===== src/rtl/tlb_op_ctrl_if.sv =====
// Bundle between the CP0 side, the TLB maintenance sequencer and the TLB's search port 1,
// read port and write port. The sequencer uses the slave modport; the environment uses master.
interface tlb_op_ctrl_if #(
    parameter int unsigned TLBNUM = 16,
    parameter int unsigned IDXW   = $clog2(TLBNUM)
);
    // Instruction handshake
    logic            op_valid;
    logic [1:0]      op_code;
    logic            op_ready;
    logic            op_done;

    // mtc0 write port and register read values
    logic            c0_we;
    logic [1:0]      c0_addr;
    logic [31:0]     c0_wdata;
    logic [31:0]     index_o;
    logic [31:0]     entryhi_o;
    logic [31:0]     entrylo0_o;
    logic [31:0]     entrylo1_o;

    // TLB search port 1
    logic [18:0]     s1_vpn2;
    logic            s1_odd_page;
    logic [7:0]      s1_asid;
    logic            s1_found;
    logic [IDXW-1:0] s1_index;

    // TLB read port
    logic [IDXW-1:0] r_index;
    logic [18:0]     r_vpn2;
    logic [7:0]      r_asid;
    logic            r_g;
    logic [19:0]     r_pfn0;
    logic [2:0]      r_c0;
    logic            r_d0;
    logic            r_v0;
    logic [19:0]     r_pfn1;
    logic [2:0]      r_c1;
    logic            r_d1;
    logic            r_v1;

    // TLB write port
    logic            we;
    logic [IDXW-1:0] w_index;
    logic [18:0]     w_vpn2;
    logic [7:0]      w_asid;
    logic            w_g;
    logic [19:0]     w_pfn0;
    logic [2:0]      w_c0;
    logic            w_d0;
    logic            w_v0;
    logic [19:0]     w_pfn1;
    logic [2:0]      w_c1;
    logic            w_d1;
    logic            w_v1;

    modport slave (
        input  op_valid, op_code, c0_we, c0_addr, c0_wdata,
        input  s1_found, s1_index,
        input  r_vpn2, r_asid, r_g, r_pfn0, r_c0, r_d0, r_v0, r_pfn1, r_c1, r_d1, r_v1,
        output op_ready, op_done, index_o, entryhi_o, entrylo0_o, entrylo1_o,
        output s1_vpn2, s1_odd_page, s1_asid, r_index,
        output we, w_index, w_vpn2, w_asid, w_g,
        output w_pfn0, w_c0, w_d0, w_v0, w_pfn1, w_c1, w_d1, w_v1
    );

    modport master (
        output op_valid, op_code, c0_we, c0_addr, c0_wdata,
        output s1_found, s1_index,
        output r_vpn2, r_asid, r_g, r_pfn0, r_c0, r_d0, r_v0, r_pfn1, r_c1, r_d1, r_v1,
        input  op_ready, op_done, index_o, entryhi_o, entrylo0_o, entrylo1_o,
        input  s1_vpn2, s1_odd_page, s1_asid, r_index,
        input  we, w_index, w_vpn2, w_asid, w_g,
        input  w_pfn0, w_c0, w_d0, w_v0, w_pfn1, w_c1, w_d1, w_v1
    );
endinterface


===== src/rtl/tlb_op_ctrl.sv =====
// TLB maintenance sequencer: owns CP0 Index/EntryHi/EntryLo0/EntryLo1 and runs TLBP/TLBR/TLBWI/TLBWR.
// Define TLB_RANDOM_EN to add the Random register that supplies the TLBWR write index.
module tlb_op_ctrl #(
    parameter int unsigned TLBNUM = 16,
    parameter int unsigned IDXW   = $clog2(TLBNUM)
) (
    input  logic          clk,
    input  logic          resetn,
    tlb_op_ctrl_if.slave  bus
);

    typedef enum logic [1:0] {StIdle, StExec, StDone} state_e;

    localparam logic [1:0] OpTlbp  = 2'b00;
    localparam logic [1:0] OpTlbr  = 2'b01;
    localparam logic [1:0] OpTlbwi = 2'b10;
    localparam logic [1:0] OpTlbwr = 2'b11;

    localparam logic [1:0] AddrIndex = 2'd0;
    localparam logic [1:0] AddrHi    = 2'd1;
    localparam logic [1:0] AddrLo0   = 2'd2;
    localparam logic [1:0] AddrLo1   = 2'd3;

    state_e          state_q, state_d;
    logic [1:0]      op_q, op_d;

    // Only the architecturally writable fields are stored; everything else reads as zero.
    logic            idx_p_q, idx_p_d;
    logic [IDXW-1:0] idx_q, idx_d;
    logic [18:0]     vpn2_q, vpn2_d;
    logic [7:0]      asid_q, asid_d;
    logic [25:0]     lo0_q, lo0_d;
    logic [25:0]     lo1_q, lo1_d;

    logic            in_exec;
    assign in_exec = (state_q == StExec);

    // ------------------------------------------------------------------
    // Sequencer
    // ------------------------------------------------------------------
    always_comb begin
        state_d = state_q;
        op_d    = op_q;
        unique case (state_q)
            StIdle: begin
                if (bus.op_valid) begin
                    op_d    = bus.op_code;
                    state_d = StExec;
                end
            end
            StExec:  state_d = StDone;
            StDone:  state_d = StIdle;
            default: state_d = StIdle;
        endcase
    end

    always_ff @(posedge clk or negedge resetn) begin
        if (!resetn) begin
            state_q <= StIdle;
            op_q    <= OpTlbp;
        end else begin
            state_q <= state_d;
            op_q    <= op_d;
        end
    end

    // ------------------------------------------------------------------
    // CP0 registers: mtc0 first, then the EXEC capture overrides it
    // ------------------------------------------------------------------
    always_comb begin
        idx_p_d = idx_p_q;
        idx_d   = idx_q;
        vpn2_d  = vpn2_q;
        asid_d  = asid_q;
        lo0_d   = lo0_q;
        lo1_d   = lo1_q;

        if (bus.c0_we) begin
            case (bus.c0_addr)
                AddrIndex: begin
                    idx_p_d = bus.c0_wdata[31];
                    idx_d   = bus.c0_wdata[IDXW-1:0];
                end
                AddrHi: begin
                    vpn2_d = bus.c0_wdata[31:13];
                    asid_d = bus.c0_wdata[7:0];
                end
                AddrLo0: lo0_d = bus.c0_wdata[25:0];
                AddrLo1: lo1_d = bus.c0_wdata[25:0];
                default: ;
            endcase
        end

        if (in_exec) begin
            case (op_q)
                OpTlbp: begin
                    // A miss keeps the previous index, not a same-cycle mtc0 value.
                    if (bus.s1_found) begin
                        idx_p_d = 1'b0;
                        idx_d   = bus.s1_index;
                    end else begin
                        idx_p_d = 1'b1;
                        idx_d   = idx_q;
                    end
                end
                OpTlbr: begin
                    vpn2_d = bus.r_vpn2;
                    asid_d = bus.r_asid;
                    lo0_d  = {bus.r_pfn0, bus.r_c0, bus.r_d0, bus.r_v0, bus.r_g};
                    lo1_d  = {bus.r_pfn1, bus.r_c1, bus.r_d1, bus.r_v1, bus.r_g};
                end
                default: ;
            endcase
        end
    end

    always_ff @(posedge clk or negedge resetn) begin
        if (!resetn) begin
            idx_p_q <= 1'b0;
            idx_q   <= '0;
            vpn2_q  <= '0;
            asid_q  <= '0;
            lo0_q   <= '0;
            lo1_q   <= '0;
        end else begin
            idx_p_q <= idx_p_d;
            idx_q   <= idx_d;
            vpn2_q  <= vpn2_d;
            asid_q  <= asid_d;
            lo0_q   <= lo0_d;
            lo1_q   <= lo1_d;
        end
    end

    // ------------------------------------------------------------------
    // Write index source
    // ------------------------------------------------------------------
    logic [IDXW-1:0] wr_index;

`ifdef TLB_RANDOM_EN
    logic [IDXW-1:0] random_q, random_d;

    always_comb begin
        random_d = (random_q == '0) ? IDXW'(TLBNUM - 1) : random_q - 1'b1;
    end

    always_ff @(posedge clk or negedge resetn) begin
        if (!resetn) begin
            random_q <= IDXW'(TLBNUM - 1);
        end else begin
            random_q <= random_d;
        end
    end

    assign wr_index = (op_q == OpTlbwr) ? random_q : idx_q;
`else
    assign wr_index = idx_q;
`endif

    // ------------------------------------------------------------------
    // Outputs
    // ------------------------------------------------------------------
    assign bus.op_ready   = (state_q == StIdle);
    assign bus.op_done    = (state_q == StDone);

    assign bus.index_o    = {idx_p_q, {(31 - IDXW){1'b0}}, idx_q};
    assign bus.entryhi_o  = {vpn2_q, 5'b0, asid_q};
    assign bus.entrylo0_o = {6'b0, lo0_q};
    assign bus.entrylo1_o = {6'b0, lo1_q};

    assign bus.s1_vpn2     = vpn2_q;
    assign bus.s1_odd_page = 1'b0;
    assign bus.s1_asid     = asid_q;

    assign bus.r_index = idx_q;

    // Write port reflects register state at the start of EXEC; an mtc0 in EXEC lands afterwards.
    assign bus.we      = in_exec && (op_q == OpTlbwi || op_q == OpTlbwr);
    assign bus.w_index = wr_index;
    assign bus.w_vpn2  = vpn2_q;
    assign bus.w_asid  = asid_q;
    assign bus.w_g     = lo0_q[0] & lo1_q[0];
    assign bus.w_pfn0  = lo0_q[25:6];
    assign bus.w_c0    = lo0_q[5:3];
    assign bus.w_d0    = lo0_q[2];
    assign bus.w_v0    = lo0_q[1];
    assign bus.w_pfn1  = lo1_q[25:6];
    assign bus.w_c1    = lo1_q[5:3];
    assign bus.w_d1    = lo1_q[2];
    assign bus.w_v1    = lo1_q[1];

    logic unused_wdata;
    assign unused_wdata = ^bus.c0_wdata[30:26];

    // ------------------------------------------------------------------
    // Protocol properties
    // ------------------------------------------------------------------
    we_only_in_exec: assert property (@(posedge clk) disable iff (!resetn)
        bus.we |-> state_q == StExec);

    done_is_pulse: assert property (@(posedge clk) disable iff (!resetn)
        bus.op_done |=> !bus.op_done);

endmodule


===== src/flat_wrapper.sv =====
// flat-port wrapper written by rule: the top's interface ports become plain ports
module tlb_op_ctrl_flat 
#(
    parameter int unsigned TLBNUM = 16,
    parameter int unsigned IDXW   = $clog2(TLBNUM)
)
  (clk, resetn, bus_op_valid, bus_op_code, bus_c0_we, bus_c0_addr, bus_c0_wdata, bus_s1_found, bus_s1_index, bus_r_vpn2, bus_r_asid, bus_r_g, bus_r_pfn0, bus_r_c0, bus_r_d0, bus_r_v0, bus_r_pfn1, bus_r_c1, bus_r_d1, bus_r_v1, bus_op_ready, bus_op_done, bus_index_o, bus_entryhi_o, bus_entrylo0_o, bus_entrylo1_o, bus_s1_vpn2, bus_s1_odd_page, bus_s1_asid, bus_r_index, bus_we, bus_w_index, bus_w_vpn2, bus_w_asid, bus_w_g, bus_w_pfn0, bus_w_c0, bus_w_d0, bus_w_v0, bus_w_pfn1, bus_w_c1, bus_w_d1, bus_w_v1);
  tlb_op_ctrl_if #(.TLBNUM(TLBNUM), .IDXW(IDXW)) bus_i ();
  input  logic clk;
  input  logic resetn;
  input wire logic [$bits(bus_i.op_valid)-1:0] bus_op_valid;
  input wire logic [$bits(bus_i.op_code)-1:0] bus_op_code;
  input wire logic [$bits(bus_i.c0_we)-1:0] bus_c0_we;
  input wire logic [$bits(bus_i.c0_addr)-1:0] bus_c0_addr;
  input wire logic [$bits(bus_i.c0_wdata)-1:0] bus_c0_wdata;
  input wire logic [$bits(bus_i.s1_found)-1:0] bus_s1_found;
  input wire logic [$bits(bus_i.s1_index)-1:0] bus_s1_index;
  input wire logic [$bits(bus_i.r_vpn2)-1:0] bus_r_vpn2;
  input wire logic [$bits(bus_i.r_asid)-1:0] bus_r_asid;
  input wire logic [$bits(bus_i.r_g)-1:0] bus_r_g;
  input wire logic [$bits(bus_i.r_pfn0)-1:0] bus_r_pfn0;
  input wire logic [$bits(bus_i.r_c0)-1:0] bus_r_c0;
  input wire logic [$bits(bus_i.r_d0)-1:0] bus_r_d0;
  input wire logic [$bits(bus_i.r_v0)-1:0] bus_r_v0;
  input wire logic [$bits(bus_i.r_pfn1)-1:0] bus_r_pfn1;
  input wire logic [$bits(bus_i.r_c1)-1:0] bus_r_c1;
  input wire logic [$bits(bus_i.r_d1)-1:0] bus_r_d1;
  input wire logic [$bits(bus_i.r_v1)-1:0] bus_r_v1;
  output wire logic [$bits(bus_i.op_ready)-1:0] bus_op_ready;
  output wire logic [$bits(bus_i.op_done)-1:0] bus_op_done;
  output wire logic [$bits(bus_i.index_o)-1:0] bus_index_o;
  output wire logic [$bits(bus_i.entryhi_o)-1:0] bus_entryhi_o;
  output wire logic [$bits(bus_i.entrylo0_o)-1:0] bus_entrylo0_o;
  output wire logic [$bits(bus_i.entrylo1_o)-1:0] bus_entrylo1_o;
  output wire logic [$bits(bus_i.s1_vpn2)-1:0] bus_s1_vpn2;
  output wire logic [$bits(bus_i.s1_odd_page)-1:0] bus_s1_odd_page;
  output wire logic [$bits(bus_i.s1_asid)-1:0] bus_s1_asid;
  output wire logic [$bits(bus_i.r_index)-1:0] bus_r_index;
  output wire logic [$bits(bus_i.we)-1:0] bus_we;
  output wire logic [$bits(bus_i.w_index)-1:0] bus_w_index;
  output wire logic [$bits(bus_i.w_vpn2)-1:0] bus_w_vpn2;
  output wire logic [$bits(bus_i.w_asid)-1:0] bus_w_asid;
  output wire logic [$bits(bus_i.w_g)-1:0] bus_w_g;
  output wire logic [$bits(bus_i.w_pfn0)-1:0] bus_w_pfn0;
  output wire logic [$bits(bus_i.w_c0)-1:0] bus_w_c0;
  output wire logic [$bits(bus_i.w_d0)-1:0] bus_w_d0;
  output wire logic [$bits(bus_i.w_v0)-1:0] bus_w_v0;
  output wire logic [$bits(bus_i.w_pfn1)-1:0] bus_w_pfn1;
  output wire logic [$bits(bus_i.w_c1)-1:0] bus_w_c1;
  output wire logic [$bits(bus_i.w_d1)-1:0] bus_w_d1;
  output wire logic [$bits(bus_i.w_v1)-1:0] bus_w_v1;
  assign bus_i.op_valid = bus_op_valid;
  assign bus_i.op_code = bus_op_code;
  assign bus_i.c0_we = bus_c0_we;
  assign bus_i.c0_addr = bus_c0_addr;
  assign bus_i.c0_wdata = bus_c0_wdata;
  assign bus_i.s1_found = bus_s1_found;
  assign bus_i.s1_index = bus_s1_index;
  assign bus_i.r_vpn2 = bus_r_vpn2;
  assign bus_i.r_asid = bus_r_asid;
  assign bus_i.r_g = bus_r_g;
  assign bus_i.r_pfn0 = bus_r_pfn0;
  assign bus_i.r_c0 = bus_r_c0;
  assign bus_i.r_d0 = bus_r_d0;
  assign bus_i.r_v0 = bus_r_v0;
  assign bus_i.r_pfn1 = bus_r_pfn1;
  assign bus_i.r_c1 = bus_r_c1;
  assign bus_i.r_d1 = bus_r_d1;
  assign bus_i.r_v1 = bus_r_v1;
  assign bus_op_ready = bus_i.op_ready;
  assign bus_op_done = bus_i.op_done;
  assign bus_index_o = bus_i.index_o;
  assign bus_entryhi_o = bus_i.entryhi_o;
  assign bus_entrylo0_o = bus_i.entrylo0_o;
  assign bus_entrylo1_o = bus_i.entrylo1_o;
  assign bus_s1_vpn2 = bus_i.s1_vpn2;
  assign bus_s1_odd_page = bus_i.s1_odd_page;
  assign bus_s1_asid = bus_i.s1_asid;
  assign bus_r_index = bus_i.r_index;
  assign bus_we = bus_i.we;
  assign bus_w_index = bus_i.w_index;
  assign bus_w_vpn2 = bus_i.w_vpn2;
  assign bus_w_asid = bus_i.w_asid;
  assign bus_w_g = bus_i.w_g;
  assign bus_w_pfn0 = bus_i.w_pfn0;
  assign bus_w_c0 = bus_i.w_c0;
  assign bus_w_d0 = bus_i.w_d0;
  assign bus_w_v0 = bus_i.w_v0;
  assign bus_w_pfn1 = bus_i.w_pfn1;
  assign bus_w_c1 = bus_i.w_c1;
  assign bus_w_d1 = bus_i.w_d1;
  assign bus_w_v1 = bus_i.w_v1;
  tlb_op_ctrl #(.TLBNUM(TLBNUM), .IDXW(IDXW)) u_core (.clk(clk), .resetn(resetn), .bus(bus_i));
endmodule

===== config.mk =====
export PLATFORM = sky130hd
export DESIGN_NAME = tlb_op_ctrl_flat
export DESIGN_NICKNAME = d
export VERILOG_FILES = /design/src/rtl/tlb_op_ctrl_if.sv /design/src/rtl/tlb_op_ctrl.sv /design/src/flat_wrapper.sv
export SDC_FILE = /design/constraint.sdc
export NUM_CORES = 1
export LEC_CHECK = 0
export BUFFER_PORTS_ARGS = -buffer_cell sky130_fd_sc_hd__buf_2
export CAP_MARGIN = 20
export CORE_AREA = 2 2 145 147
export CTS_CLUSTER_DIAMETER = 100
export DETAILED_ROUTE_END_ITERATION = 16
export DIE_AREA = 0 0 147 149
export PLACE_DENSITY = 0.61
export SYNTH_ARGS = -nofsm -noshare
export SYNTH_HDL_FRONTEND = slang
export SYNTH_SLANG_ARGS = --single-unit

===== constraint.sdc =====
create_clock -name clk -period 2.2 [get_ports clk]
set_input_delay 0.44 -clock clk [delete_from_list [all_inputs] [get_ports clk]]
set_output_delay 0.44 -clock clk [all_outputs]
set_load 0.01 [all_outputs]

; ---- Yosys cells after proc, flatten, opt, wreduce, memory -nomap -nowiden
; Index checks and enable logic that the tools add are counted.
[classes]
muxes = 28
n_reduce_logical = 6
bitwise_logic = 1
eq_ne = 10
[ops]
columns = cell, n
row1 = $mux W26, 8
row2 = $mux W19, 4
row3 = $mux W8, 4
row4 = $mux W4, 5
row5 = $eq A2 B2 Y1 const B, 5
row6 = $eq A2 B1 Y1 const B, 3
row7 = $logic_not A2 Y1, 3
row8 = $mux W1, 5
row9 = $pmux W2 S2, 1
row10 = $ne A3 B3 Y1 const B, 1
row11 = $mux W2, 1
row12 = $ne A2 B2 Y1 const B, 1
row13 = $reduce_and A2 Y1, 1
row14 = $and A1 B1 Y1, 1
row15 = $logic_and A1 B1 Y1, 1
row16 = $logic_or A1 B1 Y1, 1
[word_totals]
wordCells = 53
ff_bits = 88
out_inout_bits = 245

; ---- Logic depth before layout (Yosys ltp)
; Gate-level depths: netlist (run 1).
[logic_depth]
word_depth = 5
mapped_depth = 6
ltp_nobuf = 3

; ---- Worst setup path before layout (run 1)
; Ideal clock, no wire load.
[synth_timing]
kind = register -> register
start = reg u_core.state_q[1]
end = reg u_core.idx_q[0] (netlist: u_core.bus.r_index[0])
path_stages_with_launch = 5
path_buffers = 1
setup_slack_ns = 0.523
setup_ns = 0.126
t_arrival_ns = 1.551
path_cell_list = dfrtp_1 > or4b_4 > buf_6 > mux2i_4 > a221o_1
[synth_between]
elab_chain_len = 2
word_cells_on_any_way = 3
[synth_lines]
columns = item, line_no
row1 = from (decl), tlb_op_ctrl.sv:24  ; state_e state_q, state_d;
row2 = from (signal assigned), tlb_op_ctrl.sv:59  ; state_q <= StIdle;
row3 = from (signal assigned), tlb_op_ctrl.sv:62  ; state_q <= state_d;
row4 = $eq A2 B1 Y1 *, tlb_op_ctrl.sv:36  ; assign in_exec = (state_q == StExec);
row5 = $ne A3 B3 Y1 (no line) / $mux W4 (equally long branches), n/a
row6 = to (signal assigned), tlb_op_ctrl.sv:127  ; idx_q <= idx_d;
row7 = to (decl), tlb_op_ctrl.sv:29  ; logic [IDXW-1:0] idx_q, idx_d;
; Every way passes the cells marked *; elsewhere a longest branch is shown, timed or not.
; A chain may end at the register's enable or synchronous reset.

; ---- Worst setup path after layout (run 1)
; Ends and elaborated chain as after synthesis.

==> metrics.yaml, run 1 <==
die_x_um: 147
dp_cells: 1004
dpl.hpwl_um: 11000
synth-async-reset-ratio_pct: 100
finalClockSkew_ns: 0.00708
synth_edf_count: 0
cts_setup_buffers: 0
global_route.overflow_total: 0
crit_path_max_fanout: 7
fin_nets: 863
part_of_the_yosys_area_used_for_sequential_elements_pct: 42.0
drc_errors: 0
maxCapViolations: 0
drtAntennaViolNets: 0
worst-endpoint-arrival_ns: 1.90
clk_path_buf_depth: 2
yosys_warnings: 0
timing.critical_path.cells: "or4b_4, mux2i_4, a221o_1"
post_synth_num_cell_types: 27
outcome: "finished clean"
drt-vias-per-instance: 4.10
initial_core_util_pct: 25.5
cts_made_buffers: 9
finalWeightedCongestion: 0.753
drt_wl_total_um: 14400
clock_insertion_delay_worst_skew_ns: 0.34
cts_tree: "done"
setup.worst_path.start: "u_core.state_q[1]"
leakagePower_uw: 0.00369
die_area_um2: 21900
timing_worst_setup_path_type: "reg2reg"
layout-area-overhead-vs-synth_pct: 23.4
hold_path.class: "in2async"
grt_antenna_before_repair: 1
ys_seq_elements: 88
post_layout_instance_area_um2: 6460
number_of_drc_violations_after_detailed_routing_iteration_0: 140
via_count: 4188
maxClockFrequency_ghz: 0.598
port-buffer-count: 322
avgRoutedWirePerCell_um: 14.1
place_worst_setup_slack_ns: 0.544
timing.critical_path.to_type: "register"
finalCritPeriodShare_pct: 76.0
r2r_start: "u_core.state_q[1]"
cts_sinks: 88
timing.final.hold_violations: 0
height_of_the_chip_um: 149
cp-start-kind: "register"
post_synth_instance_area_um2: 5240
final-instance-count-excl-fill: 1021
cts.root.buffer_cell: "sky130_fd_sc_hd__clkbuf_16"
floorplan.rows: 53
postCtsHoldBufs: 0
syn_area_per_cell_um2: 9.74
worst_ir_drop_vdd_v: 0.000415
power_density_nw_per_um2: 1210
wire_length_of_the_first_global_routing_pass_um: 21100
setup_violations: 0
post_cts.resized_instances: 0
cpPeakStageDelay_ns: 0.62
postLayoutCoreUtil_pct: 31.4
placedInstanceArea_um2: 6180
fillers: 2177
post_synth_inst_count: 538
grt_max_degree: 83
io-pin-count: 368
worst_setup_hold_path_clk_slew_ns: 0.07
setup-tns-final_ns: 0
crit_path_top_delay_cell: "sky130_fd_sc_hd__or4b_4"
first_pass_iters: 4
drive_above_1_share_pct: 47.7
area.sequential_um2: 2200
fin_crit_ns: 1.67
grt_pass1_vias: 3754
post-route-worst-setup-slack_ns: 0.527
grt_usage_pct: 12.4
slew_violations: 0
synth_flop_cell: "sky130_fd_sc_hd__dfrtp_1"
cp_data_required_time_ns: 2.43
multi_input_combinational_cell_area_um2: 1890
h_tree_level_count: 3
core_region_area_um2: 20600
rsz0062_at_grt: "no"
through the flow:
step	power (µW)	hold WS, ns
4_1_cts	8000	0.00784
3_3_place_gp	6400	0.384
6_report	7840	0.0167
3_5_place_dp	6450	0.389
2_1_floorplan	5720	0.144
5_1_grt	8410	0.0283
cell usage after synthesis (2+ instances only):
| master | n | area, µm² |
|---|---|---|
| sky130_fd_sc_hd__buf_2 | 17 | 85.1 |
| sky130_fd_sc_hd__nand3b_1 | 2 | 15.0 |
| sky130_fd_sc_hd__a21oi_1 | 3 | 15.0 |
| sky130_fd_sc_hd__clkbuf_1 | 8 | 30.0 |
| sky130_fd_sc_hd__mux2i_1 | 80 | 801 |
| sky130_fd_sc_hd__and2_1 | 3 | 18.8 |
| sky130_fd_sc_hd__and3_1 | 4 | 25.0 |
| sky130_fd_sc_hd__dfrtp_1 | 88 | 2200 |
| sky130_fd_sc_hd__nand2_1 | 77 | 289 |
| sky130_fd_sc_hd__nor2_1 | 2 | 7.51 |
| sky130_fd_sc_hd__buf_4 | 158 | 1190 |
| sky130_fd_sc_hd__o21ai_0 | 77 | 385 |
| sky130_fd_sc_hd__mux2_2 | 2 | 22.5 |
| sky130_fd_sc_hd__a221o_1 | 4 | 40.0 |
path summary, 6_finish.rpt:
| check | to | slack [ns] | cells after the start |
|---|---|---|---|
| hold reg to reg | u_core.bus.r_index[3] | 0.56 | 1 |
| setup reg to reg | u_core.bus.r_index[0] | 0.53 | 3 |
| min in group clk | u_core.bus.s1_asid[6] | 0.30 | 3 |
| setup / recovery | u_core.bus.r_index[0] | 0.53 | 3 |
| max in group asynchronous | u_core.lo0_q[16] | 1.57 | 2 |
| hold / removal | u_core.lo0_q[4] | 0.02 | 1 |
layout by cell type (no fill, tap or decap), types with 3 or more instances in the layout:
cell type | synthesis | layout
sky130_fd_sc_hd__a21oi_1 | 3 | 3
sky130_fd_sc_hd__a221o_1 | 4 | 4
sky130_fd_sc_hd__and2_1 | 3 | 3
sky130_fd_sc_hd__and3_1 | 4 | 4
sky130_fd_sc_hd__buf_12 | 0 | 4
sky130_fd_sc_hd__buf_2 | 17 | 321
sky130_fd_sc_hd__buf_4 | 158 | 7
sky130_fd_sc_hd__clkbuf_16 | 0 | 9
sky130_fd_sc_hd__conb_1 | 1 | 45
sky130_fd_sc_hd__dfrtp_1 | 88 | 88
sky130_fd_sc_hd__mux2i_1 | 80 | 80
sky130_fd_sc_hd__nand2_1 | 77 | 77
sky130_fd_sc_hd__o21ai_0 | 77 | 77
power breakdown:
| group | total, µW | internal (µW) | switching [µW] |
|---|---|---|---|
| clock | 1490 | 802 | 685 |
| combinational | 3420 | 1540 | 1880 |
| sequential | 2940 | 2300 | 636 |
| total | 7840 | 4640 | 3200 |
per-layer routing:
metal	track usage [%]	routed length, µm	share of wire [%]
met2	21.3	7170	50
met3	2.87	1070	7.5
met4	4.04	199	1.4
met5	0	0	0
met1	15.5	5920	41
kinds of logic (layout without fill, tap and decap cells):
logic type      after synthesis  in the layout  share of synthesized area, %
compound gates               84             84                          8.41
buf+inv                     186            349                          25.2
flops                        88             88                          42.0
mux                          83             83                          16.1
other cells                   1             46                        0.0716
simple gates                 96             96                          8.12
flip-flops by register name, indices dropped and copies added (netlist names):
| name | flops |
|---|---|
| u_core.bus.r_index | 4 |
| u_core.bus.s1_asid | 8 |
| u_core.bus.s1_vpn2 | 19 |
| u_core.idx_p_q | 1 |
| u_core.lo0_q | 26 |
| u_core.lo1_q | 26 |
| u_core.op_q | 2 |
| u_core.state_q | 2 |
critical path: cells and delay by family (launching register included):
family	cells	cell delay, ns
AND/OR/NAND/NOR	1	0.62
flip-flops	1	0.42
AO/OA/AOI/OAI	1	0.29
multiplexers	1	0.23
final cells by class:
| type | count | share of cell area, % |
|---|---|---|
| Inverter | 1 | 0.0581 |
| Timing Repair Buffer | 332 | 26.9 |
| Sequential cell | 88 | 34.1 |
| Clock buffer | 10 | 3.70 |
| Multi-Input combinational cell | 308 | 29.2 |
| Tap cell | 275 | 5.32 |
| Antenna cell | 1 | 0.0387 |
| Clock inverter | 6 | 0.678 |
No activity file was read; power rests on OpenSTA's default activity.
==> run 2: changes to the inputs <==
==> constraint.sdc (replaced) <==
create_clock -name clk -period 1.6 [get_ports clk]
set_input_delay 0.32 -clock clk [delete_from_list [all_inputs] [get_ports clk]]
set_output_delay 0.32 -clock clk [all_outputs]
set_load 0.01 [all_outputs]
==> metrics.yaml, run 2 (synthesized netlist as in run 1, its figures left out) <==
drt_wl_total_um: 14400
met2_track_demand_over_resource_in_global_routing_pct: 22.7
worst-endpoint-arrival_ns: 1.84
timing_worst_setup_path_type: "reg2reg"
place_worst_setup_slack_ns: -0.0104
maxCapViolations: 0
io-pin-count: 368
drtAntennaViolNets: 0
worst_ir_drop_vdd_v: 0.000646
rsz0062_at_grt: "yes"
finalCritPeriodShare_pct: 101
post-route-worst-setup-slack_ns: -0.0232
wire_length_of_the_first_global_routing_pass_um: 21100
most-common-layout-cells: "sky130_fd_sc_hd__buf_2 (320), sky130_fd_sc_hd__dfrtp_1 (88), sky130_fd_sc_hd__mux2i_1 (80)"
cp_data_required_time_ns: 1.82
grt_pass1_vias: 3809
layout-area-overhead-vs-synth_pct: 25.6
ff2ff_path_depth: 3
post_layout_instance_area_um2: 6580
slew_violations: 0
drt-vias-per-instance: 4.06
worst_setup_hold_path_clk_slew_ns: 0.07
antenna_cells: 0
fin_crit_ns: 1.62
placedInstanceArea_um2: 6240
crit_path_max_fanout: 6
maxClockFrequency_ghz: 0.616
fillers: 2184
clock_insertion_delay_worst_skew_ns: 0.34
die_x_um: 147
outcome: "complete, but fails checks"
initial_core_util_pct: 25.5
global_route.overflow_total: 0
first_pass_iters: 4
via_count: 4167
dpl.hpwl_um: 10700
grt_max_degree: 89
fin_nets: 870
drive_above_1_share_pct: 48.3
clk_path_buf_depth: 2
h_tree_level_count: 3
r2r_start: "u_core.state_q[1]"
port-buffer-count: 322
finalClockSkew_ns: 0.00984
setup-tns-final_ns: -0.0821
most_common_library_cell_in_the_layout_ignoring_fill_and_taps: "sky130_fd_sc_hd__buf_2"
setup.worst_path.start: "u_core.state_q[1]"
hold_path.class: "in2async"
timing.critical_path.to_type: "register"
grt_antenna_before_repair: 0
cts_tree: "done"
regToRegSetupSlack_ns: -0.02
power_density_nw_per_um2: 1650
critical_register_to_register_path_endpoint: "u_core.bus.r_index[2]"
leakagePower_uw: 0.00375
avgRoutedWirePerCell_um: 14.0
cts_made_buffers: 9
floorplan.rows: 53
number_of_drc_violations_after_detailed_routing_iteration_0: 142
die_area_um2: 21900
cts_sinks: 88
endpoint: "u_core.bus.r_index[2]"
use_met3_pct: 2.78
core_region_area_um2: 20600
grt_usage_pct: 12.5
global_route_met1_utilization_pct: 14.9
cp-start-kind: "register"
setup_violations: 5
height_of_the_chip_um: 149
drc_errors: 0
grt-busiest-layer: "met2"
cts.root.buffer_cell: "sky130_fd_sc_hd__clkbuf_16"
timing.final.hold_violations: 0
finalWeightedCongestion: 0.749
violations_in_the_final_reports: "negative setup slack"
[run 2: changes by cell type in the layout (fill, tap and decap cells not counted), sizes merged]
| cell | delta |
|---|---|
| buf | +7 |
| diode | -1 |
[run 2: layout make-up]
| type | instances | area [µm²] | share of cell area [%] |
|---|---|---|---|
| clock buffer | 10 | 239 | 3.63 |
| sequential | 88 | 2200 | 33.5 |
| clock inverter | 6 | 43.8 | 0.666 |
| inverter | 1 | 3.75 | 0.0570 |
| tap | 275 | 344 | 5.23 |
| multi-input combinational | 308 | 1900 | 28.8 |
| timing repair buffer | 339 | 1850 | 28.1 |
[run 2: stage by stage]
stage	hold slack [ns]	util (%)	instances	power (µW)
floorplan	0.0244	-	582	7860
global placement	0.400	30.3	1007	8830
detailed placement	0.407	30.3	1007	8900
CTS	0.0205	31.9	1027	11000
global route	0.0258	32.0	1027	11600
finish	0.0104	32.0	1027	10800
[run 2: worst max-delay path, cell delays in order (launching register included)]
cell and delay [ns]:
sky130_fd_sc_hd__dfrtp_1 0.39, sky130_fd_sc_hd__or4b_4 0.60, sky130_fd_sc_hd__mux2i_4 0.22, sky130_fd_sc_hd__a221o_1 0.29
[run 2: worst min path at each step]
stage          startpoint                     to  slack [ns]  cells past startpoint
6_report           resetn        u_core.lo0_q[3]        0.01                      2
3_3_place_gp       resetn        u_core.lo0_q[4]        0.40                      2
5_1_grt            resetn        u_core.lo0_q[3]        0.03                      2
4_1_cts            resetn        u_core.lo0_q[4]        0.02                      2
3_5_place_dp       resetn        u_core.lo0_q[4]        0.41                      2
2_1_floorplan      resetn  u_core.bus.r_index[0]        0.02                      0
[run 2: metal layers]
layer  wire length [µm]  up-vias
li1                   -     2005
met1               5670     1937
met2               7550      219
met3               1060        6
met4                141        0
met5                  0        -
[run 2: report_power, final]
part | leakage, µW | internal [µW] | switching, µW
Sequential | 0.00106 | 3170 | 832
Combinational | 0.00255 | 2180 | 2630
Clock | 0.000139 | 1100 | 924
Total | 0.00375 | 6450 | 4380
[run 2: repair_timing]
action | 4_1_cts | 5_1_grt
pin swaps | 2 | 1
gates resized for setup | 2 | 4
setup buffers | 4 | 0
endpoints found under the setup margin | 5 | 7
hold endpoints to repair | 0 | 0
hold buffers | 0 | 0
